[src/rtl/fru_config_sequencer_pkg.sv]
// fru_config_sequencer_pkg: shared state encoding, idle bus ID and payload-length helper
package fru_config_sequencer_pkg;
  typedef enum logic [2:0] {IDLE, LOAD, DRAIN, SEND, POST} state_t;
  localparam logic [7:0] IDLE_CONFIG_ID = 8'hFF;
  function automatic int unsigned payload_bytes(input int unsigned max_chains, input int unsigned fuvrf_size,
                                                input int unsigned m, input int unsigned data_width);
    return max_chains * 3 + fuvrf_size * m * data_width / 8;
  endfunction
endpackage

[src/rtl/fru_config_sequencer_if.sv]
// fru_config_sequencer_if: host byte stream, config bus and status bundle
interface fru_config_sequencer_if #(parameter int CNT_W = 9);
  logic start;
  logic [7:0] unit_id;
  logic [CNT_W-1:0] byte_count;
  logic [7:0] byte_in;
  logic byte_valid;
  logic byte_ready;
  logic stall_out;
  logic tracing;
  logic [7:0] configId;
  logic [7:0] configData;
  logic busy;
  logic done;
  logic err;
  modport master (output start, unit_id, byte_count, byte_in, byte_valid,
                  input byte_ready, stall_out, tracing, configId, configData, busy, done, err);
  modport slave (input start, unit_id, byte_count, byte_in, byte_valid,
                 output byte_ready, stall_out, tracing, configId, configData, busy, done, err);
endinterface

[src/rtl/fru_config_sequencer_config_byte_buffer.sv]
// fru_config_sequencer_config_byte_buffer: simple dual-port byte store with 1-cycle registered read
module fru_config_sequencer_config_byte_buffer #(
  parameter int DEPTH = 256,
  parameter int AW = $clog2(DEPTH)
) (
  input  logic          clk,
  input  logic          rst_n,
  input  logic          i_wr_en,
  input  logic [AW-1:0] i_wr_addr,
  input  logic [7:0]    i_wr_data,
  input  logic          i_rd_en,
  input  logic [AW-1:0] i_rd_addr,
  output logic [7:0]    o_rd_data
);
  logic [7:0] r_mem [DEPTH];
  always_ff @(posedge clk) begin
    if (i_wr_en) r_mem[i_wr_addr] <= i_wr_data;
  end
  // read port idles at zero so it can drive the config data bus directly
  always_ff @(posedge clk) begin
    if (!rst_n) o_rd_data <= '0;
    else o_rd_data <= i_rd_en ? r_mem[i_rd_addr] : 8'h00;
  end
endmodule

[src/rtl/fru_config_sequencer.sv]
// fru_config_sequencer: buffers a host payload, then stalls, drains and streams it
// contiguously onto the configId/configData bus while owning the tracing signal
module fru_config_sequencer import fru_config_sequencer_pkg::*; #(
  parameter int MAX_BYTES = 256,
  parameter int DRAIN_CYCLES = 4,
  parameter int POST_CYCLES = 2,
  parameter int CNT_W = $clog2(MAX_BYTES + 1)
) (
  input logic clk,
  input logic rst_n,
  fru_config_sequencer_if.slave bus
);
  localparam int AW = $clog2(MAX_BYTES);
  localparam logic [CNT_W-1:0] ONE = CNT_W'(1);
  localparam logic [CNT_W-1:0] MAX_CNT = CNT_W'(MAX_BYTES);
  localparam logic [CNT_W-1:0] DRAIN_LAST = CNT_W'(DRAIN_CYCLES - 1);
  localparam logic [CNT_W-1:0] POST_LAST = CNT_W'(POST_CYCLES - 1);
  state_t r_state;
  logic [7:0] r_unit, r_config_id, w_rd_data;
  logic [CNT_W-1:0] r_count, r_wr_ptr, r_rd_ptr, r_cnt;
  logic r_byte_ready, r_stall, r_tracing, r_busy, r_done, r_err;
  logic w_wr_en, w_rd_en, w_last_byte, w_len_ok;
  assign w_wr_en = r_state == LOAD && bus.byte_valid && r_byte_ready;
  assign w_last_byte = w_wr_en && r_wr_ptr == r_count - ONE;
  assign w_len_ok = bus.byte_count != '0 && bus.byte_count <= MAX_CNT;
  // buf[0] is fetched in the last drain cycle so SEND starts with data already on the bus
  assign w_rd_en = (r_state == DRAIN && r_cnt == DRAIN_LAST) || (r_state == SEND && r_rd_ptr < r_count);
  fru_config_sequencer_config_byte_buffer #(.DEPTH(MAX_BYTES)) u_config_byte_buffer (
    .clk(clk), .rst_n(rst_n),
    .i_wr_en(w_wr_en), .i_wr_addr(r_wr_ptr[AW-1:0]), .i_wr_data(bus.byte_in),
    .i_rd_en(w_rd_en), .i_rd_addr(r_rd_ptr[AW-1:0]), .o_rd_data(w_rd_data)
  );
  always_ff @(posedge clk) begin
    if (!rst_n) begin
      r_state <= IDLE;
      r_unit <= '0;
      r_count <= '0;
      r_wr_ptr <= '0;
      r_rd_ptr <= '0;
      r_cnt <= '0;
      r_config_id <= IDLE_CONFIG_ID;
      r_byte_ready <= 1'b0;
      r_stall <= 1'b0;
      r_tracing <= 1'b1;
      r_busy <= 1'b0;
      r_done <= 1'b0;
      r_err <= 1'b0;
    end else begin
      r_done <= 1'b0;
      r_err <= 1'b0;
      if (w_rd_en) r_rd_ptr <= r_rd_ptr + ONE;
      case (r_state)
        IDLE: if (bus.start) begin
          if (w_len_ok) begin
            r_state <= LOAD;
            r_unit <= bus.unit_id;
            r_count <= bus.byte_count;
            r_wr_ptr <= '0;
            r_rd_ptr <= '0;
            r_byte_ready <= 1'b1;
            r_busy <= 1'b1;
          end else r_err <= 1'b1;
        end
        LOAD: if (w_wr_en) begin
          r_wr_ptr <= r_wr_ptr + ONE;
          if (w_last_byte) begin
            r_state <= DRAIN;
            r_byte_ready <= 1'b0;
            r_stall <= 1'b1;
            r_cnt <= '0;
          end
        end
        DRAIN: begin
          r_cnt <= r_cnt + ONE;
          if (r_cnt == DRAIN_LAST) begin
            r_state <= SEND;
            r_tracing <= 1'b0;
            r_config_id <= r_unit;
            r_cnt <= '0;
          end
        end
        SEND: begin
          r_cnt <= r_cnt + ONE;
          if (r_cnt == r_count - ONE) begin
            r_state <= POST;
            r_config_id <= IDLE_CONFIG_ID;
            r_cnt <= '0;
          end
        end
        POST: begin
          r_cnt <= r_cnt + ONE;
          if (r_cnt == POST_LAST) begin
            r_state <= IDLE;
            r_tracing <= 1'b1;
            r_stall <= 1'b0;
            r_busy <= 1'b0;
            r_done <= 1'b1;
          end
        end
        default: r_state <= IDLE;
      endcase
    end
  end
  assign bus.byte_ready = r_byte_ready;
  assign bus.stall_out = r_stall;
  assign bus.tracing = r_tracing;
  assign bus.configId = r_config_id;
  assign bus.configData = w_rd_data;
  assign bus.busy = r_busy;
  assign bus.done = r_done;
  assign bus.err = r_err;
endmodule
[src/flat_wrapper.sv]
// flat-port wrapper written by rule: the top's interface ports become plain ports
module fru_config_sequencer_flat import fru_config_sequencer_pkg::*;
#(
  parameter int MAX_BYTES = 256,
  parameter int DRAIN_CYCLES = 4,
  parameter int POST_CYCLES = 2,
  parameter int CNT_W = $clog2(MAX_BYTES + 1)
)
  (clk, rst_n, bus_start, bus_unit_id, bus_byte_count, bus_byte_in, bus_byte_valid, bus_byte_ready, bus_stall_out, bus_tracing, bus_configId, bus_configData, bus_busy, bus_done, bus_err);
  fru_config_sequencer_if #(.CNT_W(CNT_W)) bus_i ();
  input logic clk;
  input logic rst_n;
  input wire logic [$bits(bus_i.start)-1:0] bus_start;
  input wire logic [$bits(bus_i.unit_id)-1:0] bus_unit_id;
  input wire logic [$bits(bus_i.byte_count)-1:0] bus_byte_count;
  input wire logic [$bits(bus_i.byte_in)-1:0] bus_byte_in;
  input wire logic [$bits(bus_i.byte_valid)-1:0] bus_byte_valid;
  output wire logic [$bits(bus_i.byte_ready)-1:0] bus_byte_ready;
  output wire logic [$bits(bus_i.stall_out)-1:0] bus_stall_out;
  output wire logic [$bits(bus_i.tracing)-1:0] bus_tracing;
  output wire logic [$bits(bus_i.configId)-1:0] bus_configId;
  output wire logic [$bits(bus_i.configData)-1:0] bus_configData;
  output wire logic [$bits(bus_i.busy)-1:0] bus_busy;
  output wire logic [$bits(bus_i.done)-1:0] bus_done;
  output wire logic [$bits(bus_i.err)-1:0] bus_err;
  assign bus_i.start = bus_start;
  assign bus_i.unit_id = bus_unit_id;
  assign bus_i.byte_count = bus_byte_count;
  assign bus_i.byte_in = bus_byte_in;
  assign bus_i.byte_valid = bus_byte_valid;
  assign bus_byte_ready = bus_i.byte_ready;
  assign bus_stall_out = bus_i.stall_out;
  assign bus_tracing = bus_i.tracing;
  assign bus_configId = bus_i.configId;
  assign bus_configData = bus_i.configData;
  assign bus_busy = bus_i.busy;
  assign bus_done = bus_i.done;
  assign bus_err = bus_i.err;
  fru_config_sequencer #(.MAX_BYTES(MAX_BYTES), .DRAIN_CYCLES(DRAIN_CYCLES), .POST_CYCLES(POST_CYCLES), .CNT_W(CNT_W)) u_core (.clk(clk), .rst_n(rst_n), .bus(bus_i));
endmodule
[config.mk]
export PLATFORM = sky130hd
export DESIGN_NAME = fru_config_sequencer_flat
export DESIGN_NICKNAME = d
export VERILOG_FILES = /design/src/rtl/fru_config_sequencer_pkg.sv /design/src/rtl/fru_config_sequencer_if.sv /design/src/rtl/fru_config_sequencer_config_byte_buffer.sv /design/src/rtl/fru_config_sequencer.sv /design/src/flat_wrapper.sv
export SDC_FILE = /design/constraint.sdc
export NUM_CORES = 2
export LEC_CHECK = 0
export CAP_MARGIN = 40
export CORE_ASPECT_RATIO = 0.6
export CORE_MARGIN = 2
export CORE_UTILIZATION = 59
export DETAILED_ROUTE_END_ITERATION = 8
export HOLD_SLACK_MARGIN = 0.02
export PLACE_DENSITY_LB_ADDON = 0.2
export SYNTH_ARGS = -nofsm -noshare
export SYNTH_HDL_FRONTEND = slang
export SYNTH_SLANG_ARGS = --single-unit
[constraint.sdc]
create_clock -name clk -period 2.85 [get_ports clk]
set_input_delay 0.285 -clock clk [delete_from_list [all_inputs] [get_ports clk]]
set_output_delay 0.285 -clock clk [all_outputs]
set_load 0.02 [all_outputs]
==> Flow_metrics.wiki <==
{| class="wikitable"
! Metric !! Value
|-
| Total via count in the routed design || between 40,000 and 50,000
|-
| All-layer global routing usage || 31.5%
|-
| Number of warnings printed during yosys synthesis || 0
|-
| Failing checks || setup timing
|-
| Tightest slew margin relative to the limit || between 30% and 40%
|-
| Sequential element share of the synthesized area || between 70% and 80%
|-
| Clock Pin Slew Worst Setup and Hold Paths || 60 ps
|-
| Maximum VDD drop || 533 uV
|-
| DR iter-0 viols || 8,355
|-
| I/O pin count || 51
|-
| Syn nets || 4,061
|-
| Most area-hungry cell type in the Yosys netlist || edfxtp_1
|-
| Unrepaired setup endpoints after global routing || true
|-
| Starting density of the core || between 50% and 60%
|-
| Hold WC Path Type || in -> reg
|-
| CTS sink count || about 2,100
|-
| Total inserted antenna cells || 0
|-
| Avg Inst Size Synth || between 20 and 25 sq um
|-
| Ratio of cells with drive above 1 in the final layout || between 30% and 40%
|-
| Maximum number of pins on one net before global-route repair || about 140
|-
| Placed cell areas || 0.0908 sq mm
|-
| # setup viols final || 8
|-
| CP startpoint kind || flop
|-
| Standard-cell rows || around 110
|-
| Post-detailed-route wirelength per cell || between 30 and 40 um
|-
| Netlist cell types || 77
|-
| Worst setup path category || reg -> reg
|-
| CTS H-Tree Depth || 4
|-
| Worst-Margin Slew || about 970 ps
|-
| Wire length of the first global-routing pass || between 300,000 and 400,000 um
|-
| Layout net count || roughly 4,900
|-
| Post-synth EDFFs || 2,048
|-
| Drt pass-1 iters || 6
|-
| Area fraction of the dominant cell type after synthesis || around three quarters
|-
| Share of the cycle needed by the critical path after routing || 109%
|-
| Final design instance area without fill || 0.0983 sq mm
|-
| CTS Buffer Depth || 3
|-
| Worst-path maximum fanout || 11
|-
| Die ar. || between 0.1 and 0.15 sq mm
|-
| Required time reported for the critical path endpoint || about 3500 ps
|-
| GRT Residual Overflow || 0
|-
| Worst Clk Skew || ~33 ps
|-
| Total Routed Length || ~220,000 um
|-
| Fin crit period || just over 3000 ps
|-
| Count of port buffers added during placement || 50
|-
| Vias in the first global route || 43,689
|-
| Last weighted congestion value of the routability-driven placer || 0.896
|-
| Ranking of synthesized cells by instance count || edfxtp_1, mux4_2, nor2_1
|-
| Top cells by area, synth || edfxtp_1, mux4_2, dfxtp_1, nor2_1, a22oi_1
|-
| Worst EP arrival || 3780 ps
|-
| Total clock buffers created by CTS || 182
|-
| Cell with the most instances after synthesis || edfxtp_1
|-
| Synthesized netlist cell count || roughly 4,000
|-
| Detailed placement HPWL || 142,000 um
|-
| Number of antenna violations at the first check in global routing || 6
|-
| Die span in y || slightly below 300 um
|-
| DRC violation count after routing || 0
|-
| Endpoints failing hold || 0
|-
| Core region area || around 0.14 sq mm
|-
| Number of max-cap violations || 0
|-
| Area added between synthesis and finish || 18.9%
|-
| Final slew viol count || 0
|-
| Total design power || roughly 0.060 W
|-
| Ratio of total power to cell area || 607 mW/mm^2
|-
| Post-synth ARST share || 0%
|-
| Post-synthesis cell area || 0.0827 sq mm
|-
| Number of antenna-violating nets in the routed design || 0
|-
| Run status || finished, violations left
|-
| Dominant synthesized flop cell || edfxtp_1
|-
| CTS tree || built
|-
| Root cell of the clock tree || clkbuf_16
|-
| Yosys reg bits || 2,117
|-
| Leak pwr || 31.2 nW
|-
| Detail-routed via count per cell || ~6.8
|-
| Setup crit end kind || flop
|-
| PnR worst setup slack || -249 ps
|-
| Clock Latency Late Sink || about 850 ps
|-
| Overall die width || 487 um
|-
| Maximum clock frequency || ~320 MHz
|}
metal layers:
metal / part of all wire [%] / up-vias / routed length [um] / global-route usage (%)
met5: 0.012 / - / 27 / 0
met4: 1.8 / 4 / 3940 / 7.24
met3: 15 / 283 / 33700 / 9.33
met2: 42 / 3523 / 92400 / 41.6
met1: 41 / 23821 / 92200 / 51.8
li1: - / 18328 / - / -
final cells by class:
type | count | area (sq um)
Timing Repair Buffer | 858 | 8020
Clock buffer | 241 | 4880
Clock inverter | 91 | 903
Fill cell | 8244 | 40800
Multi-Input combinational cell | 1620 | 19200
Sequential cell | 2117 | 62900
Inverter | 26 | 97.6
Tap cell | 1836 | 2300
repair_timing:
action,4_1_cts,5_1_grt
resized for setup,114,58
endpoints found under the setup margin,8,20
cloned,4,2
setup buffers,36,36
hold buffers,4,0
endpoints found under the hold margin,71,0
pin swaps,10,22
worst paths after layout:
check | from | endpoint | slack [ps] | cells after the start
hold / removal | bus_byte_in[4] | u_core.u_config_byte_buffer.r_mem[68][4] | 30 | 1
setup / recovery | u_core.r_rd_ptr[0] | u_core.u_config_byte_buffer.o_rd_data[6] | -250 | 10
setup reg to reg | u_core.r_rd_ptr[0] | u_core.u_config_byte_buffer.o_rd_data[6] | -250 | 10
hold reg to reg | u_core.bus.busy | u_core.bus.busy | 490 | 2
logic make-up after synthesis:
kind of cell / count (synthesis) / share of synthesized area, %
flip-flops: 2117 / 76.1
multiplexers: 596 / 15.0
AND/OR/NAND/NOR: 545 / 3.03
AO/OA/AOI/OAI: 432 / 3.74
buffers and inverters: 279 / 1.57
XOR/XNOR: 31 / 0.362
adder cells (fa/ha/maj): 16 / 0.242
where the power goes:
group	internal (W)	switching, W
Clock	0.0133	0.0112
Combinational	0.000274	0.000822
Sequential	0.0341	0.0000238
Total	0.0477	0.0120
critical path, cell delays in order, from the launching register on:
cell and delay [ps]:
dfxtp_4 380, buf_12 180, buf_12 140, buf_16 130
buf_4 260, mux4_2 550, mux2i_1 450, o21a_1 210
a31oi_1 60, a222oi_1 470, nand2_1 100
flip-flops by register name (all words and copies together), names as in the netlist:
register	count
u_core.r_cnt	9
u_core.bus.err	1
u_core.u_config_byte_buffer.o_rd_data	8
u_core.bus.configId	8
u_core.r_wr_ptr	9
u_core.r_rd_ptr	9
u_core.u_config_byte_buffer.r_mem	2048
u_core.r_state	3
u_core.bus.done	1
u_core.bus.stall_out	1
u_core.bus.byte_ready	1
u_core.r_unit	8
u_core.bus.tracing	1
u_core.r_count	9
u_core.bus.busy	1
metrics by stage:
step                      instances  setup TNS, ps  worst slack, ps  util (%)  hold WS (ps)
after floorplan                4016              0              303         -           384
after global placement         6375          -2700             -561      65.3           466
after detailed placement       6376          -2780             -511      65.3           469
after CTS                      6752           -426             -161      70.2          31.8
after global routing           6789          -1520             -240      70.7          87.9
final                          6789          -1090             -249      70.7          28.8
layout by cell type, fill, tap and decap left out, types with 9 or more instances in the layout:
| cell | Yosys | final |
|---|---|---|
| a21oi_1 | 76 | 57 |
| a21oi_2 | 0 | 18 |
| a221oi_1 | 27 | 22 |
| a22oi_1 | 142 | 102 |
| a22oi_2 | 0 | 40 |
| a31oi_1 | 14 | 12 |
| and3_1 | 9 | 9 |
| buf_12 | 0 | 78 |
| buf_16 | 0 | 13 |
| buf_4 | 20 | 693 |
| buf_6 | 12 | 13 |
| bufinv_16 | 0 | 13 |
| clkbuf_1 | 132 | 50 |
| clkbuf_16 | 0 | 185 |
| clkbuf_8 | 0 | 16 |
| clkdlybuf4s50_1 | 0 | 42 |
| clkinv_1 | 1 | 29 |
| clkinv_2 | 0 | 31 |
| dfxtp_1 | 69 | 64 |
| edfxtp_1 | 2048 | 2048 |
| ha_1 | 16 | 16 |
| inv_1 | 25 | 25 |
| mux2i_1 | 76 | 72 |
| mux4_2 | 512 | 512 |
| nand2_1 | 72 | 70 |
| nand3_1 | 47 | 32 |
| nand3_2 | 0 | 14 |
| nor2_1 | 322 | 320 |
| o2111ai_1 | 16 | 15 |
| o211ai_1 | 27 | 27 |
| o21ai_0 | 47 | 42 |
| xnor2_1 | 20 | 20 |
| xor2_1 | 9 | 9 |
(Power assumes the default switching activity.)
